--- src/rtl/mem_access_pkg.sv ---
// Shared encodings for the MEM-stage load/store front-end: access sizes,
// controller states and the default RAM geometry.
package mem_access_pkg;

    localparam int unsigned ADDR_WIDTH_DEFAULT = 13;
    localparam int unsigned DEPTH_DEFAULT      = 4401;

    localparam logic [1:0] SZ_BYTE = 2'b00;
    localparam logic [1:0] SZ_HALF = 2'b01;
    localparam logic [1:0] SZ_WORD = 2'b10;

    typedef enum logic [2:0] {
        ST_IDLE    = 3'd0,
        ST_RD      = 3'd1,
        ST_RD_DATA = 3'd2,
        ST_WR      = 3'd3,
        ST_RESP    = 3'd4
    } state_e;

endpackage

--- src/rtl/ld_align.sv ---
// Big-endian lane extraction with sign/zero extension for sub-word loads.
// Purely combinational so the forwarding path can share it.
module ld_align
    import mem_access_pkg::*;
(
    input  logic [31:0] word_i,
    input  logic [1:0]  offset_i,
    input  logic [1:0]  size_i,
    input  logic        unsigned_i,
    output logic [31:0] data_o
);

    logic [7:0]  byte_lane;
    logic [15:0] half_lane;

    always_comb begin
        // Offset 0 is the most significant byte.
        case (offset_i)
            2'd0:    byte_lane = word_i[31:24];
            2'd1:    byte_lane = word_i[23:16];
            2'd2:    byte_lane = word_i[15:8];
            default: byte_lane = word_i[7:0];
        endcase
        half_lane = offset_i[1] ? word_i[15:0] : word_i[31:16];

        case (size_i)
            SZ_BYTE: data_o = {{24{byte_lane[7] & ~unsigned_i}}, byte_lane};
            SZ_HALF: data_o = {{16{half_lane[15] & ~unsigned_i}}, half_lane};
            default: data_o = word_i;
        endcase
    end

endmodule

--- src/rtl/mem_access_unit.sv ---
// Load/store front-end: byte-addressed requests to a word RAM with a
// one-cycle registered read; sub-word stores are read-modify-write.
module mem_access_unit
    import mem_access_pkg::*;
#(
    parameter int unsigned ADDR_WIDTH = ADDR_WIDTH_DEFAULT,
    parameter int unsigned DEPTH      = DEPTH_DEFAULT
) (
    input  logic                  clk,
    input  logic                  rst,
    input  logic                  req_valid,
    output logic                  req_ready,
    input  logic                  req_write,
    input  logic [1:0]            req_size,
    input  logic                  req_unsigned,
    input  logic [31:0]           req_addr,
    input  logic [31:0]           req_wdata,
    output logic                  resp_valid,
    output logic [31:0]           resp_rdata,
    output logic                  resp_err,
    output logic [ADDR_WIDTH-1:0] mem_addr,
    output logic [31:0]           mem_wdata,
    output logic                  mem_we,
    input  logic [31:0]           mem_rdata,
    output state_e                dbg_state_o
);

    state_e                state_q, state_d;
    logic [ADDR_WIDTH+1:0] addr_q;
    logic [1:0]            size_q;
    logic                  write_q;
    logic                  unsigned_q;
    logic [31:0]           data_q;
    logic [31:0]           resp_rdata_q;
    logic                  resp_err_q;

    logic                  accept;
    logic                  req_err;
    logic [31:0]           ld_data;
    logic [31:0]           merged;

    // Handshake: a request is taken on a rising edge where req_valid and
    // req_ready are both high; req_ready is high only in IDLE, and the
    // request fields are don't-care on every other edge.
    assign req_ready = (state_q == ST_IDLE);
    assign accept    = req_valid & req_ready;

    assign req_err = (req_size == 2'b11)
                   || (req_size == SZ_HALF && req_addr[0])
                   || (req_size == SZ_WORD && req_addr[1:0] != 2'b00)
                   || (req_addr[31:2] >= 30'(DEPTH));

    ld_align u_ld_align (
        .word_i     (mem_rdata),
        .offset_i   (addr_q[1:0]),
        .size_i     (size_q),
        .unsigned_i (unsigned_q),
        .data_o     (ld_data)
    );

    // data_q still holds the right-aligned store data when the read returns.
    always_comb begin
        merged = mem_rdata;
        if (size_q == SZ_BYTE) begin
            case (addr_q[1:0])
                2'd0:    merged[31:24] = data_q[7:0];
                2'd1:    merged[23:16] = data_q[7:0];
                2'd2:    merged[15:8]  = data_q[7:0];
                default: merged[7:0]   = data_q[7:0];
            endcase
        end else if (addr_q[1]) begin
            merged[15:0] = data_q[15:0];
        end else begin
            merged[31:16] = data_q[15:0];
        end
    end

    always_comb begin
        state_d = state_q;
        case (state_q)
            ST_IDLE: begin
                if (accept) begin
                    if (req_err)                                state_d = ST_RESP;
                    else if (req_write && req_size == SZ_WORD) state_d = ST_WR;
                    else                                        state_d = ST_RD;
                end
            end
            ST_RD:      state_d = ST_RD_DATA;
            ST_RD_DATA: state_d = write_q ? ST_WR : ST_RESP;
            ST_WR:      state_d = ST_RESP;
            ST_RESP:    state_d = ST_IDLE;
            default:    state_d = ST_IDLE;
        endcase
    end

    always_ff @(posedge clk) begin
        if (rst) begin
            state_q      <= ST_IDLE;
            addr_q       <= '0;
            size_q       <= '0;
            write_q      <= 1'b0;
            unsigned_q   <= 1'b0;
            data_q       <= '0;
            resp_rdata_q <= '0;
            resp_err_q   <= 1'b0;
        end else begin
            state_q <= state_d;
            case (state_q)
                ST_IDLE: begin
                    if (accept) begin
                        addr_q     <= req_addr[ADDR_WIDTH+1:0];
                        size_q     <= req_size;
                        write_q    <= req_write;
                        unsigned_q <= req_unsigned;
                        data_q     <= req_wdata;
                        if (req_err) begin
                            resp_err_q   <= 1'b1;
                            resp_rdata_q <= '0;
                        end
                    end
                end
                ST_RD_DATA: begin
                    if (write_q) begin
                        data_q <= merged;
                    end else begin
                        resp_rdata_q <= ld_data;
                        resp_err_q   <= 1'b0;
                    end
                end
                ST_WR: begin
                    resp_rdata_q <= '0;
                    resp_err_q   <= 1'b0;
                end
                default: ;
            endcase
        end
    end

    // Write enable is gated by rst so a reset landing in WR never commits.
    assign mem_we      = (state_q == ST_WR) & ~rst;
    assign mem_wdata   = data_q;
    assign mem_addr    = addr_q[ADDR_WIDTH+1:2];
    assign resp_valid  = (state_q == ST_RESP);
    assign resp_rdata  = resp_rdata_q;
    assign resp_err    = resp_err_q;
    assign dbg_state_o = state_q;

endmodule

--- config.mk ---
export PLATFORM = sky130hd
export DESIGN_NAME = mem_access_unit
export DESIGN_NICKNAME = d
export VERILOG_FILES = /design/src/rtl/mem_access_pkg.sv /design/src/rtl/ld_align.sv /design/src/rtl/mem_access_unit.sv
export SDC_FILE = /design/constraint.sdc
export NUM_CORES = 1
export LEC_CHECK = 0
export ABC_AREA = 0
export BUFFER_PORTS_ARGS = -buffer_cell sky130_fd_sc_hd__buf_2
export CORE_MARGIN = 2
export CORE_UTILIZATION = 54
export CTS_CLUSTER_SIZE = 12
export DETAILED_ROUTE_END_ITERATION = 6
export MAX_ROUTING_LAYER = met4
export PLACE_DENSITY_LB_ADDON = 0.15
export SYNTH_ARGS = -nofsm -noshare
export SYNTH_HDL_FRONTEND = slang
export SYNTH_SLANG_ARGS = --single-unit
--- constraint.sdc ---
create_clock -name clk -period 4.6 [get_ports clk]
set_input_delay 0.46 -clock clk [delete_from_list [all_inputs] [get_ports clk]]
set_output_delay 0.46 -clock clk [all_outputs]
set_load 0.02 [all_outputs]
==> results.sh <==
export IMPL_syn_avg_cell_area_sq_um=8.23
export IMPL_power_internal_mw=1.19
export IMPL_drt_pass1_iter_count=5
export IMPL_postCtsSetupRepairBufs=0
export IMPL_synth_seq_area_share_pct=35.3
export IMPL_holdWs_ns=0.321
export IMPL_timing_fmax_mhz=364
export IMPL_maxCapViolations=0
export IMPL_skew_ns=0.00813
export IMPL_synthesis_nets=702
export IMPL_cts_made_buffers=9
export IMPL_die_area_sq_um=9910
export IMPL_hold_viol=0
export IMPL_relSlewSlack_pct=29.2
export IMPL_seq_power_share_pct=47.2
export IMPL_area_growth_pct=20.2
export IMPL_report_final_slew_viol_count=0
export IMPL_cts_resized=0
export IMPL_hold_path_startpoint="req_unsigned"
export IMPL_vias_per_cell=5.96
export IMPL_synthesis_instances=599
export IMPL_crit_fanout=32
export IMPL_clk_pin_slew_worst_paths_ns=0.09
export IMPL_drc_errors=0
export IMPL_min_path_cells=3
export IMPL_synth_top_area_share_pct=35.3
export IMPL_fin_nets=844
export IMPL_switching_power_mw=0.558
export IMPL_antenna_found_initial=0
export IMPL_clock_latency_ns=0.37
export IMPL_dp_hpwl_um=11100
export IMPL_switching_share_pct=31.9
export IMPL_finalSetupTns_ns=0
export IMPL_portBuffers=186
export IMPL_r2r_worst_path_cells=5
export IMPL_cts_tree="built"
export IMPL_fp_dieW_um=99.5
export IMPL_reg2reg_to="resp_rdata[13]"
export IMPL_start_util_pct=56.0
export IMPL_dp_cells=838
export IMPL_r2r_start="dbg_state_o[0]"
export IMPL_hold_end="unsigned_q"
export IMPL_cp_required_ns=4.85
export IMPL_grt_pass1_vias=4664
export IMPL_post_place_ws_ns=1.78
export IMPL_yosys_warnings=0
export IMPL_pwr_share_comb_pct=19.8
export IMPL_antenna_cells=0
export IMPL_p_clk_share_pct=32.9
export IMPL_detail_route_antenna_nets=0
export IMPL_grt_usage_pct=30.8
export IMPL_grt_start_max_net_pins=80
export IMPL_fill_cells=800
export IMPL_coreArea_sq_um=8810
export IMPL_die_y_um=99.5
export IMPL_gp_congestion=0.942
export IMPL_drive_gt1_share_pct=31.2
export IMPL_hold_path_class="input pin to flop"
export IMPL_power_density_nw_per_um2=295
export IMPL_p_leak_nw=2.62
export IMPL_vias=5090
export IMPL_synth_area_leader_cell="dfxtp_1"
export IMPL_cp_end_kind="flop"
export IMPL_ff2ff_setup_slack_ns=1.86
export IMPL_fin_ws_ns=1.86
export IMPL_finalCritPeriodShare_pct=59.6
export IMPL_synth_seq_cells=87
export IMPL_critPathKind="flop to flop"
export IMPL_peakVddDrop_mv=0.183
export IMPL_worst_pin_slew_ns=1.06
export IMPL_drt_wl_total_um=15000
export IMPL_grt_pass1_wl_um=23600
export IMPL_wire_per_inst_um=17.6
export IMPL_cts_sinks=87
export IMPL_ios=187
export IMPL_placementRows=34
export IMPL_synth_distinct_cells=49
export IMPL_setup_viol=0
export IMPL_rsz0062_at_grt="false"
export IMPL_cts_root_buf="clkbuf_8"
export IMPL_cts_htree_levels=3
export IMPL_syn_area_sq_um=4930
export IMPL_start_kind="flop"
export IMPL_status="finished, final reports clean"
export IMPL_power_total_mw=1.75
export IMPL_gr_total_overflow=0
export IMPL_worstPathArrival_ns=3.00
export IMPL_final_cells=854
export IMPL_yosys_top_cells_area="dfxtp_1 (35%), mux2i_1 (9.7%), nand2_1 (6.5%)"
export IMPL_first_iter_violations=363
export IMPL_clockBufferDepth=2
export IMPL_hold_buffers=0
export IMPL_finalCriticalPeriod_ns=2.74
-- power groups by stage --
stage / registers (mW) / logic [mW] / clock network, mW
after detailed placement: 0.843 / 0.342 / 0
after floorplan: 0.845 / 0.215 / 0
after global placement: 0.841 / 0.335 / 0
final: 0.827 / 0.347 / 0.577
after global routing: 0.832 / 0.376 / 0.605
after CTS: 0.826 / 0.343 / 0.577
-- stage by stage --
stage | cell area, sq um | utilization (%)
2_1_floorplan | 4930 | -
3_3_place_gp | 5720 | 64.9
3_5_place_dp | 5720 | 64.9
4_1_cts | 5920 | 67.3
5_1_grt | 5920 | 67.3
6_report | 5920 | 67.3
-- synthesized netlist by cell type (all sizes together) --
cell	n
dfxtp	87
nand2	85
a21oi	69
mux2i	48
buf	37
nor2	36
nand2b	35
o21ai	26
clkbuf	24
a31oi	19
nor3	18
a211o	16
a22o	12
nor2b	9
a311oi	8
nand3	8
or4b	8
o221ai	7
inv	6
mux2	6
a22oi	5
nor4	5
o211ai	4
o21bai	4
and2	3
nand3b	2
o31ai	2
a2111oi	1
a211oi	1
a21o	1
and3	1
and3b	1
nand4b	1
nor3b	1
nor4b	1
o2111a	1
o2111ai	1
-- layout make-up --
| type | count | area [sq um] | share of cell area (%) |
|---|---|---|---|
| inverters | 6 | 22.5 | 0.380 |
| clock buffers | 10 | 138 | 2.32 |
| well taps | 108 | 135 | 2.28 |
| flip-flops and latches | 87 | 1740 | 29.4 |
| repair buffers | 192 | 976 | 16.5 |
| multi-input cells | 445 | 2840 | 48.0 |
| clock inverters | 6 | 68.8 | 1.16 |
-- worst max-delay path by stage --
stage	start	endpoint	slack (ns)
detailed placement	req_addr[15]	resp_rdata[11]	1.78
CTS	dbg_state_o[0]	resp_rdata[11]	1.88
finish	dbg_state_o[0]	resp_rdata[13]	1.86
floorplan	dbg_state_o[1]	addr_q[0]	2.76
global route	dbg_state_o[0]	resp_rdata[11]	1.64
global placement	req_addr[17]	resp_rdata[11]	1.89
-- worst max-delay path, cell delays in order, from the launching register on --
cell and delay (ns):
dfxtp_1 0.73, nand2b_1 0.14, o2111a_1 0.21, o21ai_1 0.11, nand3_2 0.79, mux2_1 0.63
-- registers in the layout (all words and copies together), names as in the netlist --
| name | count |
|---|---|
| addr_q | 15 |
| dbg_state_o | 3 |
| mem_wdata | 32 |
| resp_err | 1 |
| resp_rdata | 32 |
| size_q | 2 |
| unsigned_q | 1 |
| write_q | 1 |
-- cells in the final DEF (no fill, tap or decap), drive strengths merged, types with 2 or more instances in the layout --
| cell type | instances |
|---|---|
| inv | 7 |
| nand2 | 85 |
| mux2 | 6 |
| a211o | 16 |
| a22oi | 5 |
| clkinv | 3 |
| nor3 | 18 |
| o21ai | 26 |
| a22o | 12 |
| buf | 192 |
| o211ai | 4 |
| nor2b | 9 |
| nand3b | 2 |
| o221ai | 7 |
| and2 | 3 |
| nor2 | 36 |
| dfxtp | 87 |
| a21oi | 69 |
| mux2i | 48 |
| nand2b | 35 |
| o21bai | 4 |
| or4b | 8 |
| clkbuf | 10 |
| a311oi | 8 |
| o31ai | 2 |
| nor4 | 5 |
| nand3 | 8 |
| a31oi | 19 |
-- cell families (layout without fill, tap and decap cells) --
group,after synthesis,in the layout,synth area share (%)
simple gates,214,214,22.1
mux,54,54,11.3
flops,87,87,35.3
buf+inv,67,214,7.34
compound gates,177,177,23.9
-- metal layers --
layer | global-route usage (%) | wire length (um) | part of all wire (%)
met2 | 45.6 | 6670 | 44
met3 | 6.11 | 1400 | 9.3
met1 | 42.0 | 6600 | 44
met4 | 11.0 | 370 | 2.5
met5 | - | 0 | 0
No activity file was read; power rests on OpenSTA's default activity.
